<file path="src/rtl/svc_sram_cmd_arb.sv">
// svc_sram_cmd_arb
// Shares one SRAM command port between a read command stream and a write
// command stream. Sticky round-robin with a bounded burst: the side that won
// last keeps winning while it stays valid, until it has taken MAX_BURST
// grants in a row with the other side waiting. The SRAM command port is
// driven straight from flops.
//
// Handshake rule, all three ports: a transfer happens on a rising edge where
// valid && ready are both 1. A source holds valid and its payload stable
// until accepted. Ready may depend on the other side's valid and on
// downstream ready, but never on the same side's payload. The output holds
// every field while sram_cmd_valid && !sram_cmd_ready.

module svc_sram_cmd_arb #(
  parameter int ADDR_WIDTH = 16,
  parameter int DATA_WIDTH = 16,
  parameter int ID_WIDTH   = 4,
  parameter int STRB_WIDTH = DATA_WIDTH / 8,
  parameter int MAX_BURST  = 4
) (
  input  logic                  clk,
  input  logic                  rst,

  input  logic                  wr_cmd_valid,
  output logic                  wr_cmd_ready,
  input  logic [ADDR_WIDTH-1:0] wr_cmd_addr,
  input  logic [DATA_WIDTH-1:0] wr_cmd_data,
  input  logic [STRB_WIDTH-1:0] wr_cmd_strb,

  input  logic                  rd_cmd_valid,
  output logic                  rd_cmd_ready,
  input  logic [ID_WIDTH-1:0]   rd_cmd_id,
  input  logic [ADDR_WIDTH-1:0] rd_cmd_addr,

  output logic                  sram_cmd_valid,
  input  logic                  sram_cmd_ready,
  output logic [ID_WIDTH-1:0]   sram_cmd_id,
  output logic [ADDR_WIDTH-1:0] sram_cmd_addr,
  output logic                  sram_cmd_wr_en,
  output logic [DATA_WIDTH-1:0] sram_cmd_wr_data,
  output logic [STRB_WIDTH-1:0] sram_cmd_wr_strb
);

  // Which side owns the current burst.
  typedef enum logic {
    SIDE_RD = 1'b0,
    SIDE_WR = 1'b1
  } side_e;

  // The burst counter saturates at MAX_BURST, so it needs to hold that value.
  localparam int CNT_W = (MAX_BURST < 1) ? 1 : $clog2(MAX_BURST + 1);
  localparam logic [CNT_W-1:0] CNT_MAX = CNT_W'(MAX_BURST);
  localparam logic [CNT_W-1:0] CNT_ONE = CNT_W'(1);

  side_e            last_grant_q;
  side_e            last_grant_d;
  logic [CNT_W-1:0] burst_cnt_q;
  logic [CNT_W-1:0] burst_cnt_d;

  logic             out_free;
  logic             grant_wr;
  logic             grant_rd;
  logic             any_grant;
  side_e            grant_side;

  // The output slot can take a new command when empty or draining this cycle.
  assign out_free = !sram_cmd_valid || sram_cmd_ready;

  // Arbitration: sticky to the last winner until its burst budget is spent.
  always_comb begin
    grant_wr = 1'b0;
    grant_rd = 1'b0;
    if (out_free) begin
      if (wr_cmd_valid && rd_cmd_valid) begin
        if (burst_cnt_q < CNT_MAX) begin
          if (last_grant_q == SIDE_WR) begin
            grant_wr = 1'b1;
          end else begin
            grant_rd = 1'b1;
          end
        end else begin
          if (last_grant_q == SIDE_WR) begin
            grant_rd = 1'b1;
          end else begin
            grant_wr = 1'b1;
          end
        end
      end else if (wr_cmd_valid) begin
        grant_wr = 1'b1;
      end else if (rd_cmd_valid) begin
        grant_rd = 1'b1;
      end
    end
  end

  // A grant is only ever issued to a valid side, so ready == grant.
  assign wr_cmd_ready = grant_wr;
  assign rd_cmd_ready = grant_rd;
  assign any_grant    = grant_wr || grant_rd;
  assign grant_side   = grant_wr ? SIDE_WR : SIDE_RD;

  // Burst bookkeeping: extend the run on a repeat winner, restart on a switch.
  // Idle cycles leave both fields untouched.
  always_comb begin
    last_grant_d = last_grant_q;
    burst_cnt_d  = burst_cnt_q;
    if (any_grant) begin
      if (grant_side == last_grant_q) begin
        if (burst_cnt_q >= CNT_MAX) begin
          burst_cnt_d = CNT_MAX;
        end else begin
          burst_cnt_d = burst_cnt_q + CNT_ONE;
        end
      end else begin
        last_grant_d = grant_side;
        burst_cnt_d  = CNT_ONE;
      end
    end
  end

  // Arbitration state register; reset favours the read side first.
  always_ff @(posedge clk) begin
    if (rst) begin
      last_grant_q <= SIDE_RD;
      burst_cnt_q  <= '0;
    end else begin
      last_grant_q <= last_grant_d;
      burst_cnt_q  <= burst_cnt_d;
    end
  end

  // Output command register: load the winner, drain on downstream accept,
  // otherwise hold. Reads carry zero data/strobes, writes carry zero id.
  always_ff @(posedge clk) begin
    if (rst) begin
      sram_cmd_valid   <= 1'b0;
      sram_cmd_id      <= '0;
      sram_cmd_addr    <= '0;
      sram_cmd_wr_en   <= 1'b0;
      sram_cmd_wr_data <= '0;
      sram_cmd_wr_strb <= '0;
    end else if (grant_wr) begin
      sram_cmd_valid   <= 1'b1;
      sram_cmd_id      <= '0;
      sram_cmd_addr    <= wr_cmd_addr;
      sram_cmd_wr_en   <= 1'b1;
      sram_cmd_wr_data <= wr_cmd_data;
      sram_cmd_wr_strb <= wr_cmd_strb;
    end else if (grant_rd) begin
      sram_cmd_valid   <= 1'b1;
      sram_cmd_id      <= rd_cmd_id;
      sram_cmd_addr    <= rd_cmd_addr;
      sram_cmd_wr_en   <= 1'b0;
      sram_cmd_wr_data <= '0;
      sram_cmd_wr_strb <= '0;
    end else if (sram_cmd_ready) begin
      sram_cmd_valid   <= 1'b0;
    end
  end

endmodule
</file>
<file path="config.mk">
export PLATFORM = sky130hd
export DESIGN_NAME = svc_sram_cmd_arb
export DESIGN_NICKNAME = d
export VERILOG_FILES = /design/src/rtl/svc_sram_cmd_arb.sv
export SDC_FILE = /design/constraint.sdc
export NUM_CORES = 1
export LEC_CHECK = 0
export ABC_AREA = 1
export CAP_MARGIN = 20
export CELL_PAD_IN_SITES_DETAIL_PLACEMENT = 0
export CELL_PAD_IN_SITES_GLOBAL_PLACEMENT = 2
export CORE_MARGIN = 1.5
export CORE_UTILIZATION = 20
export DETAILED_ROUTE_END_ITERATION = 8
export PLACE_DENSITY_LB_ADDON = 0.1
export SYNTH_ARGS = -nofsm -noshare
export SYNTH_HDL_FRONTEND = slang
export SYNTH_SLANG_ARGS = --single-unit
export TNS_END_PERCENT = 30
</file>
<file path="constraint.sdc">
create_clock -name clk -period 1.3 [get_ports clk]
set_input_delay 0.26 -clock clk [delete_from_list [all_inputs] [get_ports clk]]
set_output_delay 0.26 -clock clk [all_outputs]
set_load 0.03 [all_outputs]
</file>
; Yosys cells after proc, flatten, opt, wreduce, memory -nomap -nowiden
; Cells that the tools add are included.
[classes]
add_sub_neg = 1
magnitude_cmp = 2
eq_ne = 1
mux = 25
bitwise = 1
n_reduce_logical = 8
[ops]
columns = op, n
row1 = $mux W16, 4
row2 = $mux W1, 17
row3 = $mux W3, 2
row4 = $mux W2, 2
row5 = $add A3 B1 Y3 const B, 1
row6 = $ge A3 B3 Y1 const B, 1
row7 = $lt A3 B3 Y1 const B, 1
row8 = $reduce_bool A3 Y1, 1
row9 = $logic_or A1 B1 Y1, 2
row10 = $reduce_and A2 Y1, 1
row11 = $reduce_bool A2 Y1, 1
row12 = $reduce_or A2 Y1, 1
row13 = $eq A1 B1 Y1, 1
row14 = $logic_and A1 B1 Y1, 1
row15 = $logic_not A1 Y1, 1
row16 = $not A1 Y1, 1
[totals]
ff_bits = 44
word_cells = 46

; Logic depth before layout (Yosys ltp)
; Gate-level depths: netlist of run 1.
[depth]
ltp_word = 8
depth_mapped = 10
depth_no_buf = 9

; Least setup slack after synthesis of run 1
; Ideal clock, no wire load.
[synth_timing]
path_type = flip-flop to flip-flop
from = reg sram_cmd_valid
to = reg sram_cmd_addr[0]
setup_time_ps = 109
t_arrival_ps = 1272
path_slack_ps = -81
stages_incl_launch_ff = 11
path_buffers = 1
synth_period_minus_slack_ps = 1381
path_cell_list = dfxtp_1 > inv_1 > nor2_1 > nor2_2 > nand2_2 > inv_2 > buf_4 > nand2_1 > nand3_1 > nand2_1 > inv_1
[synth_via]
elab_chain_len = 4
[synth_lines]
columns = element, line
row1 = from (decl), 35  ; output logic sram_cmd_valid,
row2 = from (signal assigned), 136  ; sram_cmd_valid <= 1'b0;
row3 = from (signal assigned), 143  ; sram_cmd_valid <= 1'b1;
row4 = from (signal assigned), 150  ; sram_cmd_valid <= 1'b1;
row5 = $logic_not A1 Y1 (*), 67  ; assign out_free = !sram_cmd_valid || sram_cmd_ready;
row6 = $logic_or A1 B1 Y1 (*), 67
row7 = $mux W1, 73  ; if (out_free) begin
row8 = $mux W16 / $reduce_bool A2 Y1 (equally long branches), -
row9 = to (signal assigned), 145  ; sram_cmd_addr <= wr_cmd_addr;
row10 = to (signal assigned), 152  ; sram_cmd_addr <= rd_cmd_addr;
row11 = to (decl), 38  ; output logic [ADDR_WIDTH-1:0] sram_cmd_addr,
; Mark *: on every way between the ends. The rest lies on a longest branch, timed or not.
; A chain may end at the register's enable or synchronous reset.

; Worst setup path in the final report of run 1
[layout_timing]
from = reg burst_cnt_q[2]
to = out rd_cmd_ready
[layout_via]
elab_chain_len = 4
[layout_lines]
columns = element, line
row1 = from (decl), 57  ; logic [CNT_W-1:0] burst_cnt_q;
row2 = from (signal assigned), 128  ; burst_cnt_q <= burst_cnt_d;
row3 = $lt A3 B3 Y1, 75  ; if (burst_cnt_q < CNT_MAX) begin
row4 = $mux W1, 75
row5 = $mux W1, 74  ; if (wr_cmd_valid && rd_cmd_valid) begin
row6 = $mux W1, 73
row7 = to (decl), 31  ; output logic rd_cmd_ready,
; No other way between the ends.

==> results of run 1 <==
==> tightest hold or removal path, cell delays in order, from the launching register on <==
cell and delay (ns):
dfxtp_1 0.32, nand2_1 0.06, a21oi_1 0.05
==> logic make-up (layout without fill, tap and decap cells) <==
family | count (synthesis) | in the layout | share of synthesized area
AOI/OAI and AO/OA | 45 | 45 | 0.1405
DFF | 44 | 44 | 0.4601
and+or+nand+nor | 133 | 133 | 0.2830
buffers and inverters | 44 | 165 | 0.1033
adders and majority gates | 2 | 2 | 0.01307
==> worst max-delay path by stage <==
stage,to,slack [ns],from,cells after the start
2_1_floorplan,sram_cmd_addr[0],0.03,sram_cmd_valid,10
3_3_place_gp,burst_cnt_q[1],-0.41,sram_cmd_ready,9
3_5_place_dp,burst_cnt_q[1],-0.43,sram_cmd_ready,9
4_1_cts,rd_cmd_ready,-0.19,burst_cnt_q[2],8
5_1_grt,sram_cmd_addr[3],-0.26,last_grant_q,11
6_report,rd_cmd_ready,-0.16,burst_cnt_q[2],8
==> layout make-up <==
| class | instances | area share |
|---|---|---|
| Inverter | 31 | 0.03516 |
| Timing Repair Buffer | 126 | 0.3697 |
| Tap cell | 129 | 0.04774 |
| Clock buffer | 6 | 0.02443 |
| Clock inverter | 2 | 0.004441 |
| Sequential cell | 44 | 0.2617 |
| Multi-Input combinational cell | 180 | 0.2568 |
==> metrics by stage <==
| stage | instance area [sq um] | std cells | TNS, ns |
|---|---|---|---|
| 6_report | 3381 | 518 | -1.353 |
| 3_3_place_gp | 3249 | 503 | -14.80 |
| 3_5_place_dp | 3249 | 503 | -15.39 |
| 2_1_floorplan | 1916 | 268 | 0 |
| 5_1_grt | 3381 | 518 | -4.950 |
| 4_1_cts | 3398 | 514 | -1.834 |
==> Yosys cell counts <==
| master | count | area, sq um |
|---|---|---|
| a21oi_1 | 26 | 130.1 |
| and3_1 | 1 | 6.260 |
| buf_2 | 5 | 25.02 |
| buf_4 | 3 | 22.52 |
| buf_6 | 2 | 22.52 |
| clkbuf_1 | 3 | 11.26 |
| clkinv_1 | 1 | 3.750 |
| dfxtp_1 | 44 | 880.8 |
| ha_1 | 2 | 25.02 |
| inv_1 | 26 | 97.59 |
| inv_2 | 4 | 15.01 |
| nand2_1 | 107 | 401.6 |
| nand2_2 | 2 | 12.51 |
| nand3_1 | 18 | 90.09 |
| nand3_2 | 1 | 10.01 |
| nor2_1 | 2 | 7.510 |
| nor2_2 | 1 | 6.260 |
| nor3b_1 | 1 | 7.510 |
| o21a_1 | 16 | 120.1 |
| o21ai_0 | 2 | 10.01 |
| o21ai_2 | 1 | 8.760 |
==> power by group through the flow <==
stage / clock (uW) / sequential (uW) / combinational [uW]
final: 926 / 1510 / 1040
after global routing: 1040 / 1520 / 1130
after CTS: 994 / 1510 / 1030
after detailed placement: 0 / 1540 / 1030
after global placement: 0 / 1540 / 1030
after floorplan: 0 / 1690 / 323
==> per-layer routing <==
layer  vias to the layer above  part of all wire  track usage
li1                       1075                 -            -
met1                       882              0.44       0.1336
met2                        56              0.47       0.1996
met3                         2             0.080      0.03953
met4                         0            0.0064      0.03575
met5                         -                 0            0
==> what timing repair did <==
item                       CTS  global route
pin swaps                    1             5
resized for setup           69            31
buffers inserted             3             3
setup endpoints to repair   53            61
gates cloned                 0             1
==> state kept, by name, indices dropped and copies added (netlist names) <==
register / flops
burst_cnt_q: 3
last_grant_q: 1
sram_cmd_addr: 16
sram_cmd_id: 4
sram_cmd_valid: 1
sram_cmd_wr_data: 16
sram_cmd_wr_en: 1
sram_cmd_wr_strb: 2
==> impl_results.md, run 1 <==
* Status: complete, but fails checks
* Failing checks: setup timing
* Reg2reg start: last_grant_q
* Flop pwr share at 0.434
* 1st-iter DRT viols at 59
* Util after Layout at 0.3659
* First-pass GRT wire length at 9.183 mm
* Routed length per placed instance at 11.42 microns
* Most frequent cell on the critical path: nand2_2
* FMAX at 0.6829 GHz
* CTS buffer count at 5
* Synth Net Count at 329
* Hold path endpoint: sram_cmd_wr_data[15]
* Total wire length at 5.918 mm
* Area growth, synth to finish at 76.60%
* Worst hold path class: reg2reg
* Die Y at 100.8 microns
* Io pins at 101
* Worst setup margin at -0.1643 ns
* IO buf count at 100
* Clk_lat worst skew at 0.30 ns
* Via/cell ratio at 3.890
* CTS sink cnt at 44
* Synthesis Warnings at 0
* Synthesized area at 0.001914 sq mm
* Worst r2r path cells at 11
* Total Nets Final at 449
* Least-Margin Pin Slew at 0.3013 ns
* Hold Buf Count CTS at 0
* Final setup fails at 21
* Period utilization at 1.126
* Clock root cell: clkbuf_8
* Detailed-route via count at 2015
* Post-Place Setup Slack at -0.4319 ns
* Diode count at 0
* Worst R2R Setup Slack at -0.09 ns
* Syn Inst Count at 268
* Fin. Hold Viols at 0
* Max Cap Viol at 0
* Rel. slew slack at 0.7999
* R2r endpoint: sram_cmd_addr[2]
* Int Pwr at 2397 uW
* Die Width at 100.8 microns
* Hold Crit Start: sram_cmd_wr_data[15]
* Critical Path Slowest Stage Cell: dfxtp_2
* Placer Congestion at 0.7116
* Crit path time final at 1.464 ns
* Kind of critical path: reg2out
* Pwr dens at 1027 mW/mm^2
* DR pass1 iterations at 4
* Rows at 35
* Synth Area per Inst at 7.143 sq um
* Multi-input gate area at 868.3 sq um
* Psw at 1073 uW
* Final hold slack at 0.4668 ns
* Synth Register Bits at 44
* Worst Setup End Kind: output port
* Clock power frac at 0.267
* Worst VDD drop at 0.3397 mV
* Post-route DRC violation count at 0
* Leak at 0.001553 uW
* Max Slew Vio Count at 0
* Largest net degree at the start of global routing at 24
* Layout cells sized above 1 at 0.2442
* Grt ovf at 0
* H-tree depth at 2
* Maximum buffer depth of the clock tree at 2
* Most common library cell in the layout ignoring fill and taps: nand2_1
* Initial antenna violation count at 0
* Startpoint Class: flop
* Yosys cell types at 21
* Clk slew on worst S/H paths at 0.09 ns
* Gate power share at 0.299
* CP Max Fanout at 3
* Final HPWL DP at 4.141 mm
* Vias in the first global route at 1955
* Switching portion of total power at 0.3092
* Initial core utilization at 0.2072
* Overall Global Routing Usage at 0.1153
* Data required, critical path at 1.04 ns
* Detail Route Antenna Nets at 0
* RSZ-0062 raised after global routing: true
* Delay-heaviest family, CP: flip-flops
* Final Skew at 0.01131 ns
* Register area at 884.6 sq um
* Die area at 0.01017 sq mm
* # fillers at 999
* Pwr Total at 3471 uW
* Most frequent cells in the layout: nand2_1, clkdlybuf4s50_1, dfxtp_1, a21oi_1, buf_4
* Core footprint at 0.009240 sq mm
* Worst Hold Depth at 2
* Seq/Total Area, Yosys at 0.4601
* CP max stage delay at 0.35 ns
* Ordered cell list for the critical path: inv_2 > nand2_2 > buf_6 > nand2_2 > nand2_2 > nand2_2 > inv_2 > buf_6
* CP bufs+invs at 4
* WP data arrival at 1.20 ns
* CTS tree: built
No activity file was read; power rests on OpenSTA's default activity.
==> run 2: changes to the inputs <==
--- a/config.mk
+++ b/config.mk
@@ -13,6 +13,7 @@
 export CORE_UTILIZATION = 20
 export DETAILED_ROUTE_END_ITERATION = 8
 export PLACE_DENSITY_LB_ADDON = 0.1
+export SLEW_MARGIN = 25
 export SYNTH_ARGS = -nofsm -noshare
 export SYNTH_HDL_FRONTEND = slang
 export SYNTH_SLANG_ARGS = --single-unit
==> results of run 2 <==
No change in the layout: final DEF, timing and power equal those of run 1.
==> run 3: changes to the inputs <==
--- a/config.mk
+++ b/config.mk
@@ -9,9 +9,11 @@
 export CAP_MARGIN = 20
 export CELL_PAD_IN_SITES_DETAIL_PLACEMENT = 0
 export CELL_PAD_IN_SITES_GLOBAL_PLACEMENT = 2
+export CORE_ASPECT_RATIO = 1.75
 export CORE_MARGIN = 1.5
-export CORE_UTILIZATION = 20
+export CORE_UTILIZATION = 31
 export DETAILED_ROUTE_END_ITERATION = 8
+export DONT_BUFFER_PORTS = 1
 export PLACE_DENSITY_LB_ADDON = 0.1
 export SLEW_MARGIN = 25
 export SYNTH_ARGS = -nofsm -noshare
==> impl_results.md, run 3 (synthesis results as in run 1) <==
* IO buf count at 0 (-100%)
* Worst Hold Depth at 1 (-1)
* Initial antenna violation count at 0 (unchanged)
* Worst Setup End Kind: output port
* CP Max Fanout at 3 (unchanged)
* Die Y at 107.0 microns (+6.1%)
* Grt ovf at 0 (unchanged)
* Post-route insts no fill at 360 (-31%)
* Fin. Hold Viols at 0 (unchanged)
* Leak at 0.001085 uW (-30%)
* Die Width at 62.41 microns (-38%)
* Hold Crit Start: rst
* 1st-iter DRT viols at 66 (+12%)
* Final setup fails at 7 (-67%)
* Clk slew on worst S/H paths at 0.08 ns (about the same)
* Initial core utilization at 0.3231 (+0.1159)
* Worst r2r path cells at 9 (-2)
* FMAX at 0.7207 GHz (+5.5%)
* Detailed-route via count at 1666 (-17%)
* Diode count at 0 (unchanged)
* Clock root cell: clkbuf_8
* Period utilization at 1.067 (-0.05910)
* Ordered cell list for the critical path: inv_2 > nand2_2 > nand2_1 > nand2_1 > nand2_2 > inv_2 > buf_6
* Pwr Total at 3091 uW (-11%)
* CTS tree: built
* Worst setup startpoint: last_grant_q
* CP max stage delay at 0.36 ns (about the same)
* Hold path endpoint: burst_cnt_q[0]
* Hold Buf Count CTS at 0 (unchanged)
* Die area at 0.006675 sq mm (-34%)
* Max Cap Viol at 0 (unchanged)
* Worst R2R Setup Slack at -0.02 ns (+0.07 ns)
* Failing checks: setup timing
* Vias in the first global route at 1598 (-18%)
* Most common library cell in the layout ignoring fill and taps: nand2_1
* Least-Margin Pin Slew at 0.4058 ns (+0.1045 ns)
* WP data arrival at 1.13 ns (-0.07 ns)
* Final hold slack at 0.02286 ns (-0.4440 ns)
* Rows at 37 (+5.7%)
* Maximum buffer depth of the clock tree at 2 (unchanged)
* Detail Route Antenna Nets at 0 (unchanged)
* Cell count after placement at 347 (-31%)
* Rel. slew slack at 0.7295 (-0.07048)
* Post-route DRC violation count at 0 (unchanged)
* Most frequent cells in the layout: nand2_1, dfxtp_1, a21oi_1, inv_1, o21a_1
* Data required, critical path at 1.04 ns (about the same)
* Layout cells sized above 1 at 0.1879 (-0.05627)
* Total Nets Final at 343 (-24%)
* Worst hold path class: in2reg
* Final HPWL DP at 3.283 mm (-21%)
* Largest net degree at the start of global routing at 36 (+50%)
* Worst VDD drop at 0.7002 mV (+110%)
* H-tree depth at 2 (unchanged)
* Pwr dens at 1316 mW/mm^2 (+28%)
* Reg2reg start: burst_cnt_q[2]
* Placer Congestion at 0.6901 (-3.0%)
* Critical Path Slowest Stage Cell: dfxtp_2
* First-pass GRT wire length at 7.762 mm (-15%)
* Routed length per placed instance at 13.32 microns (+17%)
* Startpoint Class: flop
* Total wire length at 4.795 mm (-19%)
* CTS sink cnt at 44 (unchanged)
* RSZ-0062 raised after global routing: true
* Final Skew at 0.005464 ns (-0.005844 ns)
* Kind of critical path: reg2out
* R2r endpoint: sram_cmd_wr_data[13]
* CTS buffer count at 5 (unchanged)
* Util after Layout at 0.3965 (+0.03066)
* Max Slew Vio Count at 0 (unchanged)
* Setup total negative slack at -0.2390 ns (+1.114 ns)
* Io pins at 101 (unchanged)
* CP bufs+invs at 3 (-1)
* Clk_lat worst skew at 0.29 ns (about the same)
* Crit path time final at 1.387 ns (-0.07683 ns)
* Via/cell ratio at 4.628 (+19%)
* Area growth, synth to finish at 22.74%
* DR pass1 iterations at 4 (unchanged)
* Worst setup margin at -0.08744 ns (+0.07683 ns)
* Overall Global Routing Usage at 0.1473 (+0.03195)
* Status: complete, but fails checks
* Core footprint at 0.005926 sq mm (-36%)
* Delay-heaviest family, CP: flip-flops
* Top flop regs: sram_cmd_addr (16), sram_cmd_wr_data (16), sram_cmd_id (4)
## run 3: changes by cell type in the layout (fill, tap and decap cells not counted), sizes merged
| cell | change |
|---|---|
| clkdlybuf4s50 | -55 |
| buf | -24 |
| clkdlybuf4s15 | -6 |
| clkinvlp | -2 |
| dlygate4sd2 | -3 |
| bufbuf | +1 |
| clkbuf | -18 |
## run 3: how the worst max path moves through the flow
| stage | endpoint | slack, ns | cells after the start |
|---|---|---|---|
| after global routing | rd_cmd_ready | -0.18 | 7 |
| after CTS | rd_cmd_ready | -0.12 | 7 |
| after detailed placement | sram_cmd_addr[8] | -0.0005 | 10 |
| after global placement | sram_cmd_addr[8] | 0.003 | 10 |
| after floorplan | sram_cmd_addr[0] | 0.03 | 10 |
| final | rd_cmd_ready | -0.09 | 7 |
## run 3: repair_timing
action,CTS,global route
setup buffers,3,0
pin swaps,1,4
endpoints found under the setup margin,3,34
gates resized for setup,13,15
gates cloned,1,2
## run 3: through the flow
stage	area, sq um	setup WS [ns]
floorplan	1916	0.02653
global placement	2062	0.003438
detailed placement	2062	-0.0004717
CTS	2250	-0.1152
global route	2350	-0.1777
finish	2350	-0.08744
## run 3: area by class of cell
type | count | area, sq um
clock buffer | 7 | 96.34
fill | 660 | 3576
inverter | 31 | 118.9
multi-input combinational | 180 | 883.3
sequential | 44 | 887.1
tap | 78 | 97.59
timing repair buffer | 20 | 266.5
## run 3: where the power goes
part | switching, uW | leakage, uW | internal, uW
logic | 264 | 0.000671 | 242
registers | 227 | 0.000363 | 1440
clock network | 442 | 0.0000503 | 474
## run 3: routing by layer
metal  global-route usage  vias up  wire [microns]  part of all wire
met1               0.1483      734            1783              0.37
met4              0.06825        0             110             0.023
li1                     -      857               -                 -
met5                    0        -               0                 0
met3              0.04722        8             370             0.077
met2               0.2711       67            2531              0.53
